===== src/rtl/fifo_rd_ctrl.sv =====
// Read-side FIFO controller: turns read requests into pops, tracks occupancy and flags.
// Optional sticky underflow flag is built only when FIFO_RD_UNDERFLOW_EN is defined.
module fifo_rd_ctrl #(
  parameter int MEM_SIZE  = 4,
  parameter int WORD_SIZE = 6,
  parameter int PTR       = 3
) (
  input  logic                 clk,
  input  logic                 reset,
  input  logic                 fifo_rd,
  input  logic                 push,
  input  logic [PTR-1:0]       empty_threshold,
  input  logic [WORD_SIZE-1:0] mem_data,
  output logic [PTR-1:0]       rd_ptr,
  output logic                 pop,
  output logic [WORD_SIZE-1:0] fifo_data_out,
  output logic                 valid_out,
  output logic                 fifo_empty,
  output logic                 almost_empty,
  output logic                 underflow
);

  typedef enum logic [1:0] {INIT, EMPTY, ACTIVE} state_t;

  localparam logic [PTR:0]   FULL_COUNT = (PTR+1)'(MEM_SIZE);
  localparam logic [PTR:0]   ONE_COUNT  = (PTR+1)'(1);
  localparam logic [PTR-1:0] LAST_PTR   = PTR'(MEM_SIZE - 1);
  localparam logic [PTR-1:0] ONE_PTR    = PTR'(1);

  state_t         state, state_next;
  logic [PTR:0]   count, count_next;
  logic           push_eff;

  // A push into a full memory is dropped so count never exceeds MEM_SIZE.
  always_comb begin
    push_eff   = push && (count < FULL_COUNT);
    pop        = fifo_rd && (state == ACTIVE);
    count_next = count;
    case ({push_eff, pop})
      2'b10:   count_next = count + ONE_COUNT;
      2'b01:   count_next = count - ONE_COUNT;
      default: count_next = count;
    endcase

    state_next = state;
    case (state)
      INIT:    state_next = (count_next == '0) ? EMPTY : ACTIVE;
      EMPTY:   if (push_eff) state_next = ACTIVE;
      ACTIVE:  if (count_next == '0) state_next = EMPTY;
      default: state_next = INIT;
    endcase
  end

  always_ff @(posedge clk or posedge reset) begin
    if (reset) begin
      state <= INIT;
      count <= '0;
    end else begin
      state <= state_next;
      count <= count_next;
    end
  end

  always_ff @(posedge clk or posedge reset) begin
    if (reset) begin
      rd_ptr        <= '0;
      fifo_data_out <= '0;
      valid_out     <= 1'b0;
    end else begin
      valid_out <= pop;
      if (pop) begin
        fifo_data_out <= mem_data;
        rd_ptr        <= (rd_ptr == LAST_PTR) ? '0 : rd_ptr + ONE_PTR;
      end
    end
  end

  // Flags come from the registered count only, so they cannot glitch.
  assign fifo_empty   = (count == '0);
  assign almost_empty = (count != '0) && (count <= {1'b0, empty_threshold});

`ifdef FIFO_RD_UNDERFLOW_EN
  logic underflow_q;

  always_ff @(posedge clk or posedge reset) begin
    if (reset) begin
      underflow_q <= 1'b0;
    end else if (fifo_rd && (state == EMPTY)) begin
      underflow_q <= 1'b1;
    end
  end

  assign underflow = underflow_q;
`else
  assign underflow = 1'b0;
`endif

endmodule


===== config.mk =====
export PLATFORM = sky130hd
export DESIGN_NAME = fifo_rd_ctrl
export DESIGN_NICKNAME = d
export VERILOG_FILES = /design/src/rtl/fifo_rd_ctrl.sv
export SDC_FILE = /design/constraint.sdc
export NUM_CORES = 1
export LEC_CHECK = 0
export CORE_MARGIN = 2
export CORE_UTILIZATION = 46
export CTS_CLUSTER_SIZE = 10
export DETAILED_ROUTE_END_ITERATION = 10
export PLACE_DENSITY = 0.88
export SETUP_SLACK_MARGIN = 0.15
export SKIP_LAST_GASP = 1
export SLEW_MARGIN = 20
export SYNTH_ARGS = -nofsm -noshare
export SYNTH_HDL_FRONTEND = slang
export SYNTH_SLANG_ARGS = --single-unit

===== constraint.sdc =====
create_clock -name clk -period 5.55 [get_ports clk]
set_input_delay 0.8325 -clock clk [delete_from_list [all_inputs] [get_ports clk]]
set_output_delay 0.8325 -clock clk [all_outputs]
set_load 0.03 [all_outputs]

* Word level (Yosys, flattened, before mapping) *
Cells that the tools add are included.

cells by class
  add/subtract/negate cells = 3
  magnitude comparators = 2
  eq/ne operators = 7
  muxes and demuxes = 6
  reductions and logical operators = 8

operators with widths
  cell                   number
  $logic_not A4 Y1       2
  $pmux W4 S2            1
  $mux W2                3
  $pmux W2 S3            1
  $add A4 B1 Y4 const B  1
  $eq A2 B1 Y1 const B   2
  $eq A2 B2 Y1 const B   2
  $le A4 B3 Y1           1
  $lt A4 B3 Y1 const B   1
  $reduce_bool A4 Y1     1
  $sub A4 B1 Y4 const B  1
  $add A3 B1 Y3 const B  1
  $eq A3 B2 Y1 const B   1
  $logic_and A1 B1 Y1    3
  $mux W3                1
  $logic_not A2 Y1       1
  $ne A2 B1 Y1 const B   1
  $ne A2 B2 Y1 const B   1
  $reduce_and A2 Y1      1

word-level totals
  flip-flop bits (word level) = 16
  input port bits = 13
  output and inout port bits = 14
  logic and storage cells = 31

* Depth between registers and ports, before layout *
Gate-level depths: netlist of run 1.

  depth after elaboration = 7
  gate-level depth with buffers = 11
  mapped depth without buffers = 10

* Least setup slack after synthesis of run 1 *
No wires, ideal clock.

  kind = input port to output port
  start point = input empty_threshold[1]
  end point = output almost_empty
  arrival = 2.129 ns
  data required time = 4.718 ns
  slack = 2.589 ns
  cell stages on the path = 6
  cell sequence = inv_1 > ha_1 > a21o_1 > a21oi_1 > a31oi_1 > nor3_1

between the ends
  cells in the longest elaborated chain, start to end = 2

RTL lines
  element              line  RTL
  start: declaration   12    input logic [PTR-1:0] empty_threshold,
  $le A4 B3 Y1         80    assign almost_empty = (count != '0) && (count <= {1'b0, empty_threshold});
  $logic_and A1 B1 Y1  80
  end: declaration     19    output logic almost_empty,

No other way between the ends.

* Worst setup path in the final report of run 1 *
  start point = input fifo_rd
  end point = output pop

between the ends
  cells in the longest elaborated chain, start to end = 1

RTL lines
  element              line  RTL
  start: declaration   10    input logic fifo_rd,
  $logic_and A1 B1 Y1  37    pop = fifo_rd && (state == ACTIVE);
  end: declaration     15    output logic pop,

No other way between the ends.

==> results of run 1 <==
cell usage after synthesis, drive strengths merged:
library cell,count,area share (%)
a21boi,1,0.86
a21o,3,2.6
a21oi,4,2.7
a31oi,2,1.4
buf,3,3.4
clkbuf,4,1.7
conb,1,0.43
dfrtp,16,46
ha,6,8.6
inv,7,3.0
mux2,1,1.3
nand2,22,9.4
nand3,2,1.1
nand3b,2,1.7
nand4b,1,1.0
nor2,1,0.43
nor2b,1,0.72
nor3,3,1.7
nor3b,1,0.86
nor4,1,0.72
o211ai,1,1.4
o21ai,1,0.57
o21ba,1,1.1
o41a,1,1.3
o41ai,1,1.0
or3b,1,1.0
xnor2,2,2.0
xor2,2,2.0
state kept, by name (all words and copies together), names as in the netlist:
signal,cells
fifo_data_out,6
count,4
rd_ptr,3
state,2
valid_out,1
stage by stage:
step	total power [µW]	instances	area, µm²
floorplan	489	92	875
global placement	578	135	1110
detailed placement	594	135	1110
CTS	673	139	1150
global route	720	139	1150
finish	667	139	1150
how the worst max path moves through the flow:
stage	endpoint	slack, ns	cells past startpoint
after floorplan	almost_empty	2.59	6
after global placement	pop	1.94	4
after detailed placement	pop	1.89	4
after CTS	pop	1.88	4
after global routing	pop	1.74	4
final	pop	1.89	4
layer usage:
| layer | up-vias | global-route usage (%) |
|---|---|---|
| li1 | 349 | - |
| met1 | 314 | 23.7 |
| met2 | 28 | 27.8 |
| met3 | 4 | 4.15 |
| met4 | 0 | 8.11 |
| met5 | - | 0 |
cell families after synthesis:
group | Yosys count | synth area share, %
muxes | 1 | 1.29
AOI/OAI and AO/OA | 15 | 13.0
DFF | 16 | 45.8
adders and majority gates | 6 | 8.58
and+or+nand+nor | 35 | 18.7
xor gates and xnor gates | 4 | 4.01
other | 1 | 0.429
buffers and inverters | 14 | 8.15
power by group through the flow:
stage	Sequential [µW]	Combinational [µW]	Clock [µW]
floorplan	239	250	0
global placement	214	364	0
detailed placement	217	377	0
CTS	215	380	78.7
global route	223	414	82.4
finish	214	375	77.6
area by class of cell:
type                       count  area (µm²)
fill                         149         617
tap                           25        31.3
inverter                       7        26.3
clock buffer                   4        36.3
timing repair buffer          25         250
multi-input combinational     62         403
sequential                    16         400
worst max-delay path, cell delays in order:
cell             delay (ns)
clkdlybuf4s50_1        0.45
nand3b_1               0.32
inv_1                  0.47
clkdlybuf4s50_1        0.76
==> summary.txt, run 1 <==
Drt
  • DRT Wirelength: 1720 µm
  • ANT nets after route: 0
  • WL per Instance: 12.4 µm
  • Met3 wire length: 130 µm
  • Met1 wire length: 746 µm
  • Via density: 5.00
  • Routed vias: 695
  • Iteration-0 DRC Markers: 10
  • Highest Signal Layer: met4
  • Pre-Repair DR Iteration Count: 4
  • Met2 WL: 822 µm
  • # DRC: 0

Critical path
  • Worst Path Arrival: 2.83 ns
  • Worst R2R Setup Slack: 2.81 ns
  • Req. time, crit path: 4.72 ns
  • Critical path capture point type: output pin
  • Critical path class: input port to output pin
  • Max FO, Critical Path: 14
  • CP startpoint: fifo_rd
  • R2R Path Start: state[0]
  • RR Endpoint: state[1]
  • Worst setup SP type: input port
  • Reg2reg path depth: 10

Cells and area
  • Area growth syn-to-layout: 31.2%
  • Nets: 134
  • # diodes: 0
  • Most frequent cells in the layout: clkdlybuf4s50_1, nand2_1, dfrtp_1
  • Most common cell after layout, fill and taps aside: clkdlybuf4s50_1
  • Fraction of layout cells with a size suffix above 1: 7.02%
  • Core Util, Final: 65.0%

Clocking
  • Post_cts resized: 0
  • Clock latency on the worst-skew pair: 0.29 ns
  • Clock slew at reported path FFs: 0.09 ns
  • # Post-CTS Setup Buffers: 0
  • Root Driver: clkbuf_4
  • H-Tree Depth: 1
  • CTS buffer count: 3
  • Clock Tree Buf Depth: 2
  • Hold buffer count at CTS: 0
  • Clock sink count: 16
  • CTS tree: built

Global routing
  • Largest net degree at the start of global routing: 17
  • Vias in the first global route: 644
  • Number of antenna violations at the first check in global routing: 0
  • Tot GR Track Use: 17.9%
  • First-pass GRT wire length: 2770 µm
  • GRT overflow: 0

Synthesis
  • Synth Register Bits: 16
  • Ys Warns: 0
  • Mapped Area: 875 µm²
  • Synth Instances: 92
  • Sequential-to-total area share from yosys stat: 45.8%
  • Syn Area/Cell: 9.51 µm²
  • Synthesized net count: 111
  • Netlist cell types: 30

Placement
  • Placement Setup Slack: 1.89 ns
  • Gpl congestion: 0.729
  • DP HPWL: 1290 µm
  • Port-buffer cells: 25

Pwr
  • Flop pwr share: 32.1%
  • Pint: 370 µW
  • Lkg Pwr: 0.000539 µW
  • Maximum VDD drop: 369 µV
  • Clock network fraction of total power: 11.6%
  • Switch Pwr: 297 µW
  • Switch share: 44.5%
  • Logic pwr share: 56.3%
  • Power density cells: 581 nW/µm²

Timing
  • Post-route setup TNS: 0 ns
  • Unrepaired setup endpoints after global routing: no
  • Hold Fails Final Rpt: 0
  • Period utilisation layout: 66.0%
  • Fin crit period: 3.66 ns
  • Fmax: 273 MHz
  • Hold_ws: 0.494 ns
  • PnR worst setup slack: 1.89 ns
  • Worst Tran Pin Value: 0.601 ns
  • Slew headroom: 59.9%
  • Final count of pins violating max slew: 0
  • Post-route clock skew: 0.00237 ns
  • Final setup violation count: 0

Floorplan
  • Width of the chip: 47.6 µm
  • I/O pin count: 27
  • Core area: 1760 µm²
  • # rows: 15
  • Die height: 47.6 µm
  • Die Footprint: 2270 µm²
  • Initial core utilization: 49.6%

Run status
  • Status: completed

Worst hold path
  • Hold path depth: 2
  • Worst Hold Launch: fifo_data_out[4]
  • Hold EP: fifo_data_out[4]
  • Worst min-delay path class: flop to flop

Job
  • Maxcap violations: 0
Power figures use the tool's default switching activity.
==> run 2, diff against run 1 <==
--- a/config.mk
+++ b/config.mk
@@ -6,10 +6,10 @@
 export NUM_CORES = 1
 export LEC_CHECK = 0
 export CORE_MARGIN = 2
-export CORE_UTILIZATION = 46
+export CORE_UTILIZATION = 45
 export CTS_CLUSTER_SIZE = 10
 export DETAILED_ROUTE_END_ITERATION = 10
-export PLACE_DENSITY = 0.88
+export PLACE_DENSITY = 0.86
 export SETUP_SLACK_MARGIN = 0.15
 export SKIP_LAST_GASP = 1
 export SLEW_MARGIN = 20
==> constraint.sdc (replaced) <==
create_clock -name clk -period 3.6 [get_ports clk]
set_input_delay 0.54 -clock clk [delete_from_list [all_inputs] [get_ports clk]]
set_output_delay 0.54 -clock clk [all_outputs]
set_load 0.03 [all_outputs]
==> run 2 against run 1 <==
Compared with the run above: critical path depth up 4; non-clock buffer count up 1; wire length down 4.6%; die area up 2.0%; critical path type unchanged; total power up 54%; register-to-register slack worse by 1.6 ns; utilization down 0.26 points; cell count up 0.72%; clock power up 51%; worst hold slack worse by 0.012 ns; final area up 0.65%; combinational power up 55%.
==> summary.txt, run 2 (synthesized netlist as in run 1, its figures left out) <==
Timing
  • Final count of pins violating max slew: 0
  • Post-route setup TNS: 0 ns
  • Post-route clock skew: 0.000852 ns
  • Worst Tran Pin Value: 0.584 ns
  • Period utilisation layout: 84.6%
  • Fin crit period: 3.05 ns
  • Fmax: 328 MHz
  • Unrepaired setup endpoints after global routing: no
  • Final setup violation count: 0
  • Slew headroom: 61.0%
  • Hold Fails Final Rpt: 0

Pwr
  • Lkg Pwr: 0.000544 µW
  • Design Power: 1030 µW
  • Switch Pwr: 453 µW
  • Maximum VDD drop: 448 µV
  • Switch share: 44.0%
  • Flop pwr share: 32.3%
  • Power density cells: 891 nW/µm²
  • Clock network fraction of total power: 11.4%
  • Logic pwr share: 56.3%
  • Pint: 576 µW

Critical path
  • Worst Path Arrival: 2.51 ns
  • CP peak stage delay: 0.69 ns
  • Critical path's most frequent cell: clkdlybuf4s50_1
  • Req. time, crit path: 3.06 ns
  • Worst path cell trace: clkdlybuf4s50_1 -> inv_1 -> ha_1 -> a21o_1 -> a21oi_1 -> a31oi_1 -> nor3_1 -> clkdlybuf4s50_1
  • Critical path capture point type: output pin
  • Worst setup SP type: input port
  • Max FO, Critical Path: 2
  • Critical-path top delay cell: clkdlybuf4s50_1
  • Critical path class: input port to output pin

Global routing
  • Number of antenna violations at the first check in global routing: 0
  • Vias in the first global route: 687
  • GRT overflow: 0
  • First-pass GRT wire length: 2700 µm
  • Met3 Resource Use GR: 4.15%
  • Tot GR Track Use: 16.8%
  • Met2 Usage GRT: 29.6%
  • Largest net degree at the start of global routing: 17
  • Met1 Usage GRT: 19.5%
  • GRT busiest layer: met2

Floorplan
  • I/O pin count: 27
  • Width of the chip: 48.1 µm
  • Die Footprint: 2310 µm²
  • Core area: 1780 µm²
  • Die height: 48.1 µm
  • Initial core utilization: 49.1%
  • # rows: 15

Drt
  • Iteration-0 DRC Markers: 5
  • ANT nets after route: 0
  • # DRC: 0
  • Via density: 5.06
  • Pre-Repair DR Iteration Count: 4
  • Routed vias: 708
  • DRT Wirelength: 1640 µm
  • WL per Instance: 11.7 µm

Cells and area
  • Most common cell after layout, fill and taps aside: clkdlybuf4s50_1
  • Filler Cells Inserted: 146
  • Fraction of layout cells with a size suffix above 1: 7.83%
  • Design area: 1150 µm²
  • Biggest regs: fifo_data_out: 6 flops, count: 4 flops, rd_ptr: 3 flops
  • Most frequent cells in the layout: clkdlybuf4s50_1, nand2_1, dfrtp_1
  • Largest register FFs: 6
  • Nets: 135
  • # diodes: 0
  • Core Util, Final: 64.8%
  • Area growth syn-to-layout: 32.0%
  • Top reg by flops: fifo_data_out

Clocking
  • Clock slew at reported path FFs: 0.09 ns
  • Clock latency on the worst-skew pair: 0.28 ns
  • CTS buffer count: 3
  • Clock Tree Buf Depth: 2
  • Root Driver: clkbuf_4
  • CTS tree: built
  • Post_cts resized: 0
  • H-Tree Depth: 1
  • # Post-CTS Setup Buffers: 0
  • Clock sink count: 16
  • Hold buffer count at CTS: 0

Placement
  • Placed cell area: 1120 µm²
  • Gpl congestion: 0.682
  • Port-buffer cells: 25
  • DP HPWL: 1230 µm

Job
  • Maxcap violations: 0

Worst hold path
  • Worst min-delay path class: flop to flop

Run status
  • Status: completed
## run 2: cell count changes in the layout (fill, tap and decap cells not counted), sizes merged
cell	before	now
buf	0	1
## run 2: area by class of cell
class | instances | area [µm²] | share of cell area (%)
Tap cell | 25 | 31.3 | 2.71
Multi-Input combinational cell | 62 | 403 | 34.9
Clock buffer | 4 | 36.3 | 3.14
Inverter | 7 | 26.3 | 2.28
Timing Repair Buffer | 26 | 258 | 22.3
Sequential cell | 16 | 400 | 34.7
## run 2: power by group through the flow
stage	logic [µW]	registers (µW)	clock network, µW
4_1_cts	585	334	119
3_5_place_dp	582	336	0
3_3_place_gp	566	330	0
6_report	580	332	117
2_1_floorplan	385	369	0
5_1_grt	640	343	125
## run 2: metrics by stage
stage          hold WS, ns  std cells  worst slack [ns]
5_1_grt              0.512        140             0.471
3_5_place_dp         0.461        136             0.553
2_1_floorplan        0.454         92              1.01
4_1_cts              0.489        140             0.552
6_report             0.482        140             0.555
3_3_place_gp         0.459        136             0.595
## run 2: final timing paths
check | start | cells after the start | slack, ns | end
worst max-delay path | empty_threshold[1] | 8 | 0.55 | almost_empty
worst min-delay path | fifo_data_out[3] | 2 | 0.48 | fifo_data_out[3]
worst max register to register | count[2] | 7 | 1.19 | state[1]
worst min register to register | fifo_data_out[3] | 2 | 0.48 | fifo_data_out[3]
max in group asynchronous | reset | 2 | 2.61 | count[3]
min in group asynchronous | reset | 2 | 0.61 | fifo_data_out[1]
## run 2: layer usage
metal | part of all wire (%) | up-vias
met5 | 0 | -
met4 | 0 | 0
met3 | 8.0 | 0
met2 | 46 | 22
met1 | 45 | 334
li1 | - | 352
## run 2: critical path: cells and delay by family
kind	cells	cell delay [ns]
buf+inv	3	1.18
compound gates	3	0.35
simple gates	1	0.13
fa+ha+maj	1	0.30
==> run 3, diff against run 2 <==
--- a/config.mk
+++ b/config.mk
@@ -6,10 +6,10 @@
 export NUM_CORES = 1
 export LEC_CHECK = 0
 export CORE_MARGIN = 2
-export CORE_UTILIZATION = 45
+export CORE_UTILIZATION = 41
 export CTS_CLUSTER_SIZE = 10
 export DETAILED_ROUTE_END_ITERATION = 10
-export PLACE_DENSITY = 0.86
+export PLACE_DENSITY = 0.83
 export SETUP_SLACK_MARGIN = 0.15
 export SKIP_LAST_GASP = 1
 export SLEW_MARGIN = 20
==> constraint.sdc (replaced) <==
create_clock -name clk -period 2.5 [get_ports clk]
set_input_delay 0.375 -clock clk [delete_from_list [all_inputs] [get_ports clk]]
set_output_delay 0.375 -clock clk [all_outputs]
set_load 0.03 [all_outputs]
==> run 3 against run 2 <==
Compared with the run above: global-route usage down 0.16 points; non-clock buffer count increased by 10; final area rose by 11%; combinational power rose by 88%; via count increased by 4.1%; sequential share of layout area down 3.5 points; largest cell class unchanged.
==> summary.txt, run 3 (synthesized netlist as in run 1, its figures left out) <==
Global routing
  • GRT overflow: 0
  • Largest net degree at the start of global routing: 17
  • Number of antenna violations at the first check in global routing: 0
  • Vias in the first global route: 773
  • First-pass GRT wire length: 3200 µm
  • Tot GR Track Use: 16.7%

Floorplan
  • # rows: 16
  • Core area: 1980 µm²
  • Initial core utilization: 44.1%
  • I/O pin count: 27
  • Die Footprint: 2520 µm²
  • Width of the chip: 50.2 µm
  • Die height: 50.2 µm

Critical path
  • Req. time, crit path: 2.66 ns
  • Reg2reg path depth: 9
  • Worst R2R Setup Slack: 0.25 ns
  • Worst setup SP type: input port
  • Max FO, Critical Path: 4
  • R2R Path Start: count[3]
  • Worst Path Arrival: 2.43 ns
  • CP startpoint: fifo_rd
  • Critical path class: input port to flop
  • RR Endpoint: state[1]
  • Critical path capture point type: flop

Worst hold path
  • Worst min-delay path class: input port to asynchronous set/reset pin

Cells and area
  • Biggest regs: fifo_data_out: 6 flops, count: 4 flops, rd_ptr: 3 flops
  • Fraction of layout cells with a size suffix above 1: 24.0%
  • Largest register FFs: 6
  • Top reg by flops: fifo_data_out
  • Nets: 145
  • # diodes: 0
  • Most common cell after layout, fill and taps aside: clkdlybuf4s50_1
  • Area growth syn-to-layout: 47.1%
  • Filler Cells Inserted: 161
  • Most frequent cells in the layout: clkdlybuf4s50_1, nand2_1, dfrtp_1

Placement
  • Gpl congestion: 0.799
  • DP HPWL: 1350 µm
  • Port-buffer cells: 25

Pwr
  • Maximum VDD drop: 749 µV
  • Lkg Pwr: 0.000620 µW
  • Power density cells: 1340 nW/µm²
  • Design Power: 1720 µW

Clocking
  • Clock latency on the worst-skew pair: 0.28 ns
  • Clock sink count: 16
  • CTS buffer count: 3
  • Clock Tree Buf Depth: 2
  • H-Tree Depth: 1
  • CTS tree: built
  • Root Driver: clkbuf_4
  • Clock slew at reported path FFs: 0.09 ns

Job
  • Maxcap violations: 0

Drt
  • Routed vias: 737
  • ANT nets after route: 0
  • # DRC: 0
  • Pre-Repair DR Iteration Count: 4
  • Iteration-0 DRC Markers: 11
  • Via density: 4.85
  • WL per Instance: 12.1 µm
  • DRT Wirelength: 1830 µm

Timing
  • Fmax: 442 MHz
  • Post-route clock skew: 0.00193 ns
  • Period utilisation layout: 90.6%
  • Fin crit period: 2.26 ns
  • Final count of pins violating max slew: 0
  • Post-route setup TNS: 0 ns
  • Final setup violation count: 0
  • Worst Tran Pin Value: 0.584 ns
  • Hold Fails Final Rpt: 0
  • Hold_ws: 0.451 ns
  • Unrepaired setup endpoints after global routing: no
  • Slew headroom: 61.1%

Run status
  • Status: completed
-- run 3: timing repair --
item / in CTS / in global routing
setup endpoints to repair: 2 / 3
hold buffers: 0 / 0
pin swaps: 0 / 7
setup buffers: 0 / 4
gates resized for setup: 1 / 11
-- run 3: layout make-up --
class | instances | area, µm² | area share [%]
multi-input combinational | 62 | 459 | 35.7
sequential | 16 | 400 | 31.1
timing repair buffer | 36 | 330 | 25.7
clock buffer | 4 | 36.3 | 2.82
tap | 27 | 33.8 | 2.63
inverter | 7 | 26.3 | 2.04
-- run 3: worst max-delay path by stage --
| stage | to | slack (ns) | cells past startpoint |
|---|---|---|---|
| floorplan | state[1] | 0.21 | 11 |
| global placement | state[1] | -0.07 | 8 |
| detailed placement | state[1] | -0.17 | 8 |
| CTS | state[1] | 0.15 | 8 |
| global route | state[1] | 0.15 | 10 |
| finish | state[1] | 0.24 | 11 |
-- run 3: power by group --
part	internal (µW)	leakage, µW	switching [µW]	total, µW
clock	88.5	0.0000210	75.3	164
combinational	543	0.000405	547	1090
sequential	363	0.000194	107	470
-- run 3: per-stage QoR --
| step | setup slack, ns | utilization, % | cell area (µm²) | instances |
|---|---|---|---|---|
| 2_1_floorplan | 0.210 | - | 876 | 92 |
| 5_1_grt | 0.154 | 64.9 | 1290 | 152 |
| 3_5_place_dp | -0.171 | 58.6 | 1160 | 144 |
| 6_report | 0.236 | 64.9 | 1290 | 152 |
| 3_3_place_gp | -0.0724 | 58.6 | 1160 | 144 |
| 4_1_cts | 0.152 | 60.5 | 1200 | 148 |
-- run 3: routing by layer --
metal	wire length, µm	vias to the layer above	global-route usage (%)
li1	-	370	-
met1	843	345	19.0
met2	889	20	29.8
met3	88	2	2.98
met4	12	0	7.87
met5	0	-	0
-- run 3: critical path, stage by stage --
cell             delay, ns
clkdlybuf4s50_1       0.45
nand3b_1              0.14
inv_1                 0.15
nand2_4               0.07
xnor2_2               0.12
ha_2                  0.18
a21oi_2               0.14
nand3_2               0.10
a21oi_2               0.19
xor2_2                0.11
o41a_1                0.40
